**src/rtl/regfile_ctrl_pkg.sv**
```systemverilog
// Shared widths and writeback source encoding for the integer register file control path.
package regfile_ctrl_pkg;

    localparam int XLEN = 64;
    localparam int NREG = 32;
    localparam int AW   = $clog2(NREG);

    typedef enum logic {
        WB_ALU = 1'b0,
        WB_MEM = 1'b1
    } wb_src_e;

endpackage

```
**src/rtl/rr_arbiter2.sv**
```systemverilog
// Two-way round-robin arbiter; the pointer advances whenever a grant is issued.
module rr_arbiter2
    import regfile_ctrl_pkg::*;
(
    input  logic       clk,
    input  logic       reset,
    input  logic [1:0] req,
    output logic [1:0] gnt
);

    wb_src_e last_grant_reg;

    // On a tie the requester that did not win last time is served.
    always_comb begin
        gnt = req;
        if (req == 2'b11) begin
            gnt = (last_grant_reg == WB_MEM) ? 2'b01 : 2'b10;
        end
    end

    always_ff @(posedge clk or negedge reset) begin
        if (!reset) begin
            last_grant_reg <= WB_MEM;
        end else if (|gnt) begin
            last_grant_reg <= gnt[1] ? WB_MEM : WB_ALU;
        end
    end

endmodule

```
**src/rtl/regfile_wb_scheduler.sv**
```systemverilog
// Shares the register-file write port between ALU and load writeback and keeps
// a busy scoreboard of pending destinations so issue can stall on RAW/WAW hazards.
module regfile_wb_scheduler
    import regfile_ctrl_pkg::*;
(
    input  logic            clk,
    input  logic            reset,
    input  logic            flush,
    input  logic            claim_valid,
    input  logic [AW-1:0]   claim_rd,
    input  logic [AW-1:0]   rs1,
    input  logic [AW-1:0]   rs2,
    output logic            stall,
    input  logic            alu_valid,
    input  logic [AW-1:0]   alu_rd,
    input  logic [XLEN-1:0] alu_data,
    output logic            alu_ready,
    input  logic            mem_valid,
    input  logic [AW-1:0]   mem_rd,
    input  logic [XLEN-1:0] mem_data,
    output logic            mem_ready,
    output logic            rf_wr_en,
    output logic [AW-1:0]   rf_wr_addr,
    output logic [XLEN-1:0] rf_wr_data
);

    logic [1:0]      gnt;
    logic [NREG-1:0] busy_reg;
    logic            accept;
    logic            wr_take;
    logic            claim_take;
    logic [AW-1:0]   acc_rd;
    logic [XLEN-1:0] acc_data;

    rr_arbiter2 u_arb (
        .clk   (clk),
        .reset (reset),
        .req   ({mem_valid, alu_valid}),
        .gnt   (gnt)
    );

    assign alu_ready = gnt[WB_ALU];
    assign mem_ready = gnt[WB_MEM];
    assign accept    = |gnt;
    assign acc_rd    = gnt[WB_MEM] ? mem_rd   : alu_rd;
    assign acc_data  = gnt[WB_MEM] ? mem_data : alu_data;

    // A request is still accepted during flush, but its result is dropped.
    assign wr_take = accept && !flush && (acc_rd != '0);

    assign stall      = claim_valid && (busy_reg[rs1] || busy_reg[rs2] || busy_reg[claim_rd]);
    assign claim_take = claim_valid && !stall && !flush && (claim_rd != '0);

    always_ff @(posedge clk or negedge reset) begin
        if (!reset) begin
            rf_wr_en   <= 1'b0;
            rf_wr_addr <= '0;
            rf_wr_data <= '0;
        end else begin
            rf_wr_en <= wr_take;
            if (wr_take) begin
                rf_wr_addr <= acc_rd;
                rf_wr_data <= acc_data;
            end
        end
    end

    // x0 never becomes busy; elsewhere a new claim overrides a retiring write.
    generate
        for (genvar gi = 0; gi < NREG; gi++) begin : g_busy
            if (gi == 0) begin : g_zero
                assign busy_reg[gi] = 1'b0;
            end else begin : g_bit
                always_ff @(posedge clk or negedge reset) begin
                    if (!reset) begin
                        busy_reg[gi] <= 1'b0;
                    end else if (flush) begin
                        busy_reg[gi] <= 1'b0;
                    end else if (claim_take && (claim_rd == AW'(gi))) begin
                        busy_reg[gi] <= 1'b1;
                    end else if (rf_wr_en && (rf_wr_addr == AW'(gi))) begin
                        busy_reg[gi] <= 1'b0;
                    end
                end
            end
        end
    endgenerate

endmodule

```
**config.mk**
```make
export PLATFORM = sky130hd
export DESIGN_NAME = regfile_wb_scheduler
export DESIGN_NICKNAME = d
export VERILOG_FILES = /design/src/rtl/regfile_ctrl_pkg.sv /design/src/rtl/rr_arbiter2.sv /design/src/rtl/regfile_wb_scheduler.sv
export SDC_FILE = /design/constraint.sdc
export NUM_CORES = 1
export LEC_CHECK = 0
export ABC_AREA = 1
export BUFFER_PORTS_ARGS = -buffer_cell sky130_fd_sc_hd__buf_2
export CAP_MARGIN = 20
export CORE_MARGIN = 5
export CORE_UTILIZATION = 50
export CTS_CLUSTER_DIAMETER = 80
export DETAILED_ROUTE_END_ITERATION = 6
export PLACE_DENSITY = 0.81
export SLEW_MARGIN = 20
export SYNTH_ARGS = -nofsm -noshare
export SYNTH_HDL_FRONTEND = slang
export SYNTH_HIERARCHICAL = 1
export SYNTH_SLANG_ARGS = --single-unit
```
**constraint.sdc**
```tcl
create_clock -name clk -period 2.35 [get_ports clk]
set_input_delay 0.1175 -clock clk [delete_from_list [all_inputs] [get_ports clk]]
set_output_delay 0.1175 -clock clk [all_outputs]
set_load 0.02 [all_outputs]
```
# Word level (Yosys, flattened, before mapping)
# Cells that the tools add are included.
# Widths: inputs -> output; s select.
# totals
ff_bits	102
word_cells	311
in_bits	159
# classes
n_reduce_logical	106
order_cmp	3
mux	104
eq_ne	63
# ops
operator	count
$eq 5x5->1 const B	32
$mux 1	97
$reduce_bool 3->1	31
$eq 5x4->1 const B	16
$logic_and 1x1->1	68
$mux 64	1
$eq 5x3->1 const B	8
$eq 5x2->1 const B	4
$lt 5x6->1 const B	3
$bmux 1 s5	3
$eq 5x1->1 const B	2
$reduce_bool 5->1	2
$mux 5	1
$mux 2	2
$eq 2x2->1 const B	1
$logic_not 1->1	2
$logic_or 1x1->1	2
$reduce_or 2->1	1

# Logic depth before layout (Yosys ltp)
# logic_depth
depth_word	12
ltp_mapped	15
mapped_depth_nobuf	14

# Cells and area by module
# The synthesis kept the hierarchy.
# by_module_without_submodules
module	n_inst	area_each_um2	seq_area_each_um2	cells_each
regfile_wb_scheduler	1	6253.5	2527.4	881
rr_arbiter2	1	65.1	26.3	11

# Least setup slack after synthesis
# No wires, ideal clock.
# synth_path
kind	reg-to-reg
start	reg u_arb.last_grant_reg
end	reg rf_wr_data[44]
setup_time_ps	116
n_path_buf	3
stages_incl_launch_ff	12
path_slack_ps	119
arrival_ps	2115
cell_sequence	dfstp_2 -> a21oi_1 -> buf_4 -> mux2i_1 -> nor4b_1 -> nand2_1 -> nand2_2 -> inv_2 -> buf_2 -> buf_2 -> nand2_1 -> nand2_1
# synth_via
elab_chain_cells	5
elab_cells_between_ends	8
classes_between	mux (4); reduce/logical (4)
# synth_lines
item	line_no	text
start: declaration	rr_arbiter2.sv:11	wb_src_e last_grant_reg;
start signal: assignment	rr_arbiter2.sv:25	last_grant_reg <= gnt[1] ? WB_MEM : WB_ALU;
$mux 2 (*)	rr_arbiter2.sv:17	gnt = (last_grant_reg == WB_MEM) ? 2'b01 : 2'b10;
$mux 2 (*)	rr_arbiter2.sv:16	if (req == 2'b11) begin
net mem_ready	regfile_wb_scheduler.sv:21	output logic mem_ready,
$mux 5 or $reduce_or 2->1 (tied branches)	regfile_wb_scheduler.sv:45, regfile_wb_scheduler.sv:44	
$reduce_bool 5->1 or $logic_and 1x1->1 (tied branches)	regfile_wb_scheduler.sv:49	assign wr_take = accept && !flush && (acc_rd != '0);
$logic_and 1x1->1	regfile_wb_scheduler.sv:49	
end signal: assignment	regfile_wb_scheduler.sv:63	rf_wr_data <= acc_data;
end: declaration	regfile_wb_scheduler.sv:24	output logic [XLEN-1:0] rf_wr_data
# The timed path passes the listed nets; every way through them passes the cells marked *.
# A chain may end at the register's enable or synchronous reset.

# Final worst setup path
# layout_path
start	in mem_valid
end	out mem_ready
# layout_via
elab_chain_cells	2
# layout_lines
item	line_no	text
start: declaration	regfile_wb_scheduler.sv:18	input logic mem_valid,
$eq 2x2->1	rr_arbiter2.sv:16	
$mux 2 (*)	rr_arbiter2.sv:16	
end: declaration	regfile_wb_scheduler.sv:21	
# Every way passes the cells marked *; elsewhere a longest branch is shown, timed or not.

==> impl_table.tex <==
\begin{tabular}{lr}
\hline
Metric & Value \\
\hline
\multicolumn{2}{l}{\textbf{Run status}} \\
Run status & completed \\
\multicolumn{2}{l}{\textbf{STA}} \\
Final WS setup & about 0.21 ns \\
Slew HR & a little over a third \\
Max Freq & around 0.47 GHz \\
Final Skew & roughly 0.007 ns \\
Count of final setup violators & 0 \\
Fin crit share & a little over 90\% \\
RSZ-0062 raised after global routing & false \\
Worst Tran Pin Value & $\sim$0.95 ns \\
Number of hold violations in the final report & 0 \\
Setup TNS & 0 ns \\
Pins Over Slew Limit & 0 \\
Shortest period the worst path allows & 2.14 ns \\
\multicolumn{2}{l}{\textbf{Hold path}} \\
Worst-case hold path end point & u\_arb/last\_grant\_reg \\
Startpoint of the most critical hold path & alu\_valid \\
Count of cells along the worst hold path & 4 \\
Classification of the worst-slack hold path & primary input to flop \\
\multicolumn{2}{l}{\textbf{Global route}} \\
First-pass GRT wire length & approximately 32 mm \\
Number of global-route vias before repair & about 6500 \\
GR met3 Demand/Resource & under 10\% \\
GRT Overall Usage & between 20\% and 30\% \\
M2 GR Usage & 44.1\% \\
Largest net degree at the start of global routing & between 70 and 80 \\
Routing layer with the top usage in global route & met2 \\
Initial antenna violation count & 1 \\
Overflow left after global routing & 0 \\
GR Util met1 & between 30\% and 40\% \\
\multicolumn{2}{l}{\textbf{Clock tree}} \\
CTS tree & done \\
Clock root cell & sky130\_fd\_sc\_hd\_\_clkbuf\_16 \\
Clk buf depth & 2 \\
Buffers inserted by post-CTS timing repair & 0 \\
Clock transition at the registers of the reported paths & approximately 0.070 ns \\
Num CTS Buffers & 9 \\
Clock latency on the worst-skew pair & 0.35 ns \\
CTS H-Tree Depth & 3 \\
Sink count of the clock tree & about 100 \\
\multicolumn{2}{l}{\textbf{Place}} \\
Count of input and output buffers & between 200 and 250 \\
Post-Place Setup Slack & $\sim$0.26 ns \\
GPL Wtd Cong & 0.931 \\
Final HPWL DP & between 10 and 15 mm \\
\multicolumn{2}{l}{\textbf{Detailed routing}} \\
Remaining antenna violation count after routing & 0 \\
First-iteration detailed-routing DRC count & about 420 \\
WL/cell & between 15 and 20 um \\
Total DRC errors in the routed layout & 0 \\
Via count & $\sim$6600 \\
Total length of routed wires & $\sim$20 mm \\
Per-cell via count in the routed design & around 5.2 \\
Pre-antenna DRT Iters & 5 \\
\multicolumn{2}{l}{\textbf{Critical path}} \\
Worst setup path class & primary input to primary output \\
Origin of the critical flop-to-flop path & u\_arb/last\_grant\_reg \\
Depth of the most critical reg-to-reg path & 9 \\
Data arrival time at the worst-slack endpoint & 2.02 ns \\
Reg-to-reg slack, setup & $\sim$0.30 ns \\
Critical Path Fanout Max & 65 \\
Reg2Reg Capture Point & rf\_wr\_data[25] \\
Required time at the endpoint of the critical path & between 2 and 2.5 ns \\
Crit start category & primary input \\
Setup crit end kind & primary output \\
\multicolumn{2}{l}{\textbf{Floorplanning}} \\
Die Span X & about 120 um \\
Area of the core & $\sim$0.013 mm\^{}2 \\
Total I/O pin count & $\sim$230 \\
Die area & between 0.01 and 0.015 mm\^{}2 \\
Initial core utilization & approximately half \\
Die height & around 120 um \\
Number of rows in the core area & between 40 and 50 \\
\multicolumn{2}{l}{\textbf{Pwr}} \\
Leakage power of the design & 0.00439 uW \\
Highest ir drop seen on vdd & between 0.0003 and 0.0004 V \\
Power per Cell Area & $\sim$680 mW/mm\^{}2 \\
Total design power & 5370 uW \\
\multicolumn{2}{l}{\textbf{Synth}} \\
Number of different library cells in the post-synthesis netlist & 27 \\
Average instance area after synthesis & slightly above 7 um\^{}2 \\
Cell area after technology mapping & around 0.0063 mm\^{}2 \\
Number of flip-flops and latches in the synthesized netlist & about 100 \\
Part of the Yosys area used for sequential elements & 40.4\% \\
Net Count, Synth & 1051 \\
Number of instances in the synthesized netlist & 892 \\
Number of warnings printed during yosys synthesis & 6 \\
\multicolumn{2}{l}{\textbf{Layout}} \\
Most used cells in the layout excluding fill and tap cells & sky130\_fd\_sc\_hd\_\_nand2\_1 (399), sky130\_fd\_sc\_hd\_\_buf\_2 (230), sky130\_fd\_sc\_hd\_\_nand3\_1 (109) \\
Max FFs per register & 64 \\
Net count, final & $\sim$1300 \\
Fraction of layout instances using a drive strength above 1 & a little under a third \\
Final Core Density & approximately 63\% \\
Fill cell total of the finished layout & about 1200 \\
Relative area change from synthesis to final layout & 25.3\% \\
Most common cell after layout, fill and taps aside & sky130\_fd\_sc\_hd\_\_nand2\_1 \\
\multicolumn{2}{l}{\textbf{Run}} \\
Max-cap check violation count & 0 \\
\hline
\end{tabular}
worst max-delay path by stage:
| stage | cells after the start | end | slack [ns] | startpoint |
|---|---|---|---|---|
| 2_1_floorplan | 11 | rf_wr_data[44] | 0.12 | u_arb/last_grant_reg |
| 3_5_place_dp | 9 | rf_wr_data[51] | 0.26 | u_arb/last_grant_reg |
| 4_1_cts | 6 | mem_ready | 0.18 | mem_valid |
| 6_report | 6 | mem_ready | 0.21 | mem_valid |
| 3_3_place_gp | 5 | rf_wr_data[48] | 0.39 | u_arb/last_grant_reg |
| 5_1_grt | 12 | rf_wr_data[28] | 0.05 | mem_valid |
synth_stat cells:
cell,count,area [um^2]
sky130_fd_sc_hd__buf_6,4,45.0
sky130_fd_sc_hd__mux2_2,64,721
sky130_fd_sc_hd__nand3_1,109,546
sky130_fd_sc_hd__nand2_1,399,1500
sky130_fd_sc_hd__dfstp_2,1,26.3
sky130_fd_sc_hd__nor4b_1,1,8.76
sky130_fd_sc_hd__buf_2,12,60.1
sky130_fd_sc_hd__or2_2,2,12.5
sky130_fd_sc_hd__a21oi_1,5,25.0
sky130_fd_sc_hd__buf_4,4,30.0
sky130_fd_sc_hd__nor2_4,1,11.3
sky130_fd_sc_hd__nor3_1,12,60.1
sky130_fd_sc_hd__nand4_1,1,6.26
sky130_fd_sc_hd__inv_2,3,11.3
sky130_fd_sc_hd__o311ai_0,1,8.76
sky130_fd_sc_hd__inv_1,62,233
sky130_fd_sc_hd__nand2_2,2,12.5
sky130_fd_sc_hd__nor2_2,1,6.26
sky130_fd_sc_hd__clkbuf_1,17,63.8
sky130_fd_sc_hd__o21ai_1,6,30.0
sky130_fd_sc_hd__o21ai_0,9,45.0
sky130_fd_sc_hd__buf_1,11,41.3
sky130_fd_sc_hd__mux2i_1,2,20.0
sky130_fd_sc_hd__clkinv_1,1,3.75
sky130_fd_sc_hd__dfrtp_1,101,2530
sky130_fd_sc_hd__nor2_1,51,191
sky130_fd_sc_hd__o211ai_1,10,75.1
what timing repair did:
action	CTS	global route
endpoints found under the setup margin	0	19
hold buffers	2	0
hold endpoints to repair	53	0
gates resized for setup	0	1
worst max-delay path: stages:
cell	delay, ns
sky130_fd_sc_hd__dlygate4sd3_1	0.52
sky130_fd_sc_hd__buf_2	0.11
sky130_fd_sc_hd__inv_1	0.07
sky130_fd_sc_hd__a21oi_4	0.24
sky130_fd_sc_hd__buf_4	0.65
sky130_fd_sc_hd__buf_2	0.30
final cells by class:
class                           count  area (um^2)  area share (%)
Sequential cell                   102         2550            32.2
Tap cell                          172          215            2.72
Clock buffer                       12          246            3.11
Timing Repair Buffer              243         1300            16.5
Multi-Input combinational cell    676         3290            41.6
Clock inverter                      4         56.3           0.711
Antenna cell                        1         2.50          0.0316
Inverter                           66          248            3.13
metrics by stage:
stage / area, um^2 / cells / hold slack (ns)
after detailed placement: 7590 / 1257 / 0.212
after global routing: 7920 / 1276 / 0.0919
after floorplan: 6320 / 892 / -0.178
final: 7920 / 1276 / 0.0674
after global placement: 7590 / 1257 / 0.215
after CTS: 7910 / 1275 / 0.0482
layer usage:
layer  routed length (um)  share of wire, %  vias to the layer above
met5                    0                 0                        -
met4                  809               4.1                        0
met3                 1620               8.2                       60
met2                 9450                48                      317
met1                 7850                40                     3006
li1                     -                 -                     3225
kinds of logic after synthesis:
group	Yosys count	synth area share, %
AOI/OAI and AO/OA	31	2.91
muxes	66	11.7
DFF	102	40.4
buffers and inverters	114	7.72
and+or+nand+nor	579	37.2
power by group:
group          leakage (uW)  internal, uW  switching [uW]
logic               0.00294           592            1090
clock network      0.000147           862             658
registers           0.00131          2010             156
Power figures use the tool's default switching activity.
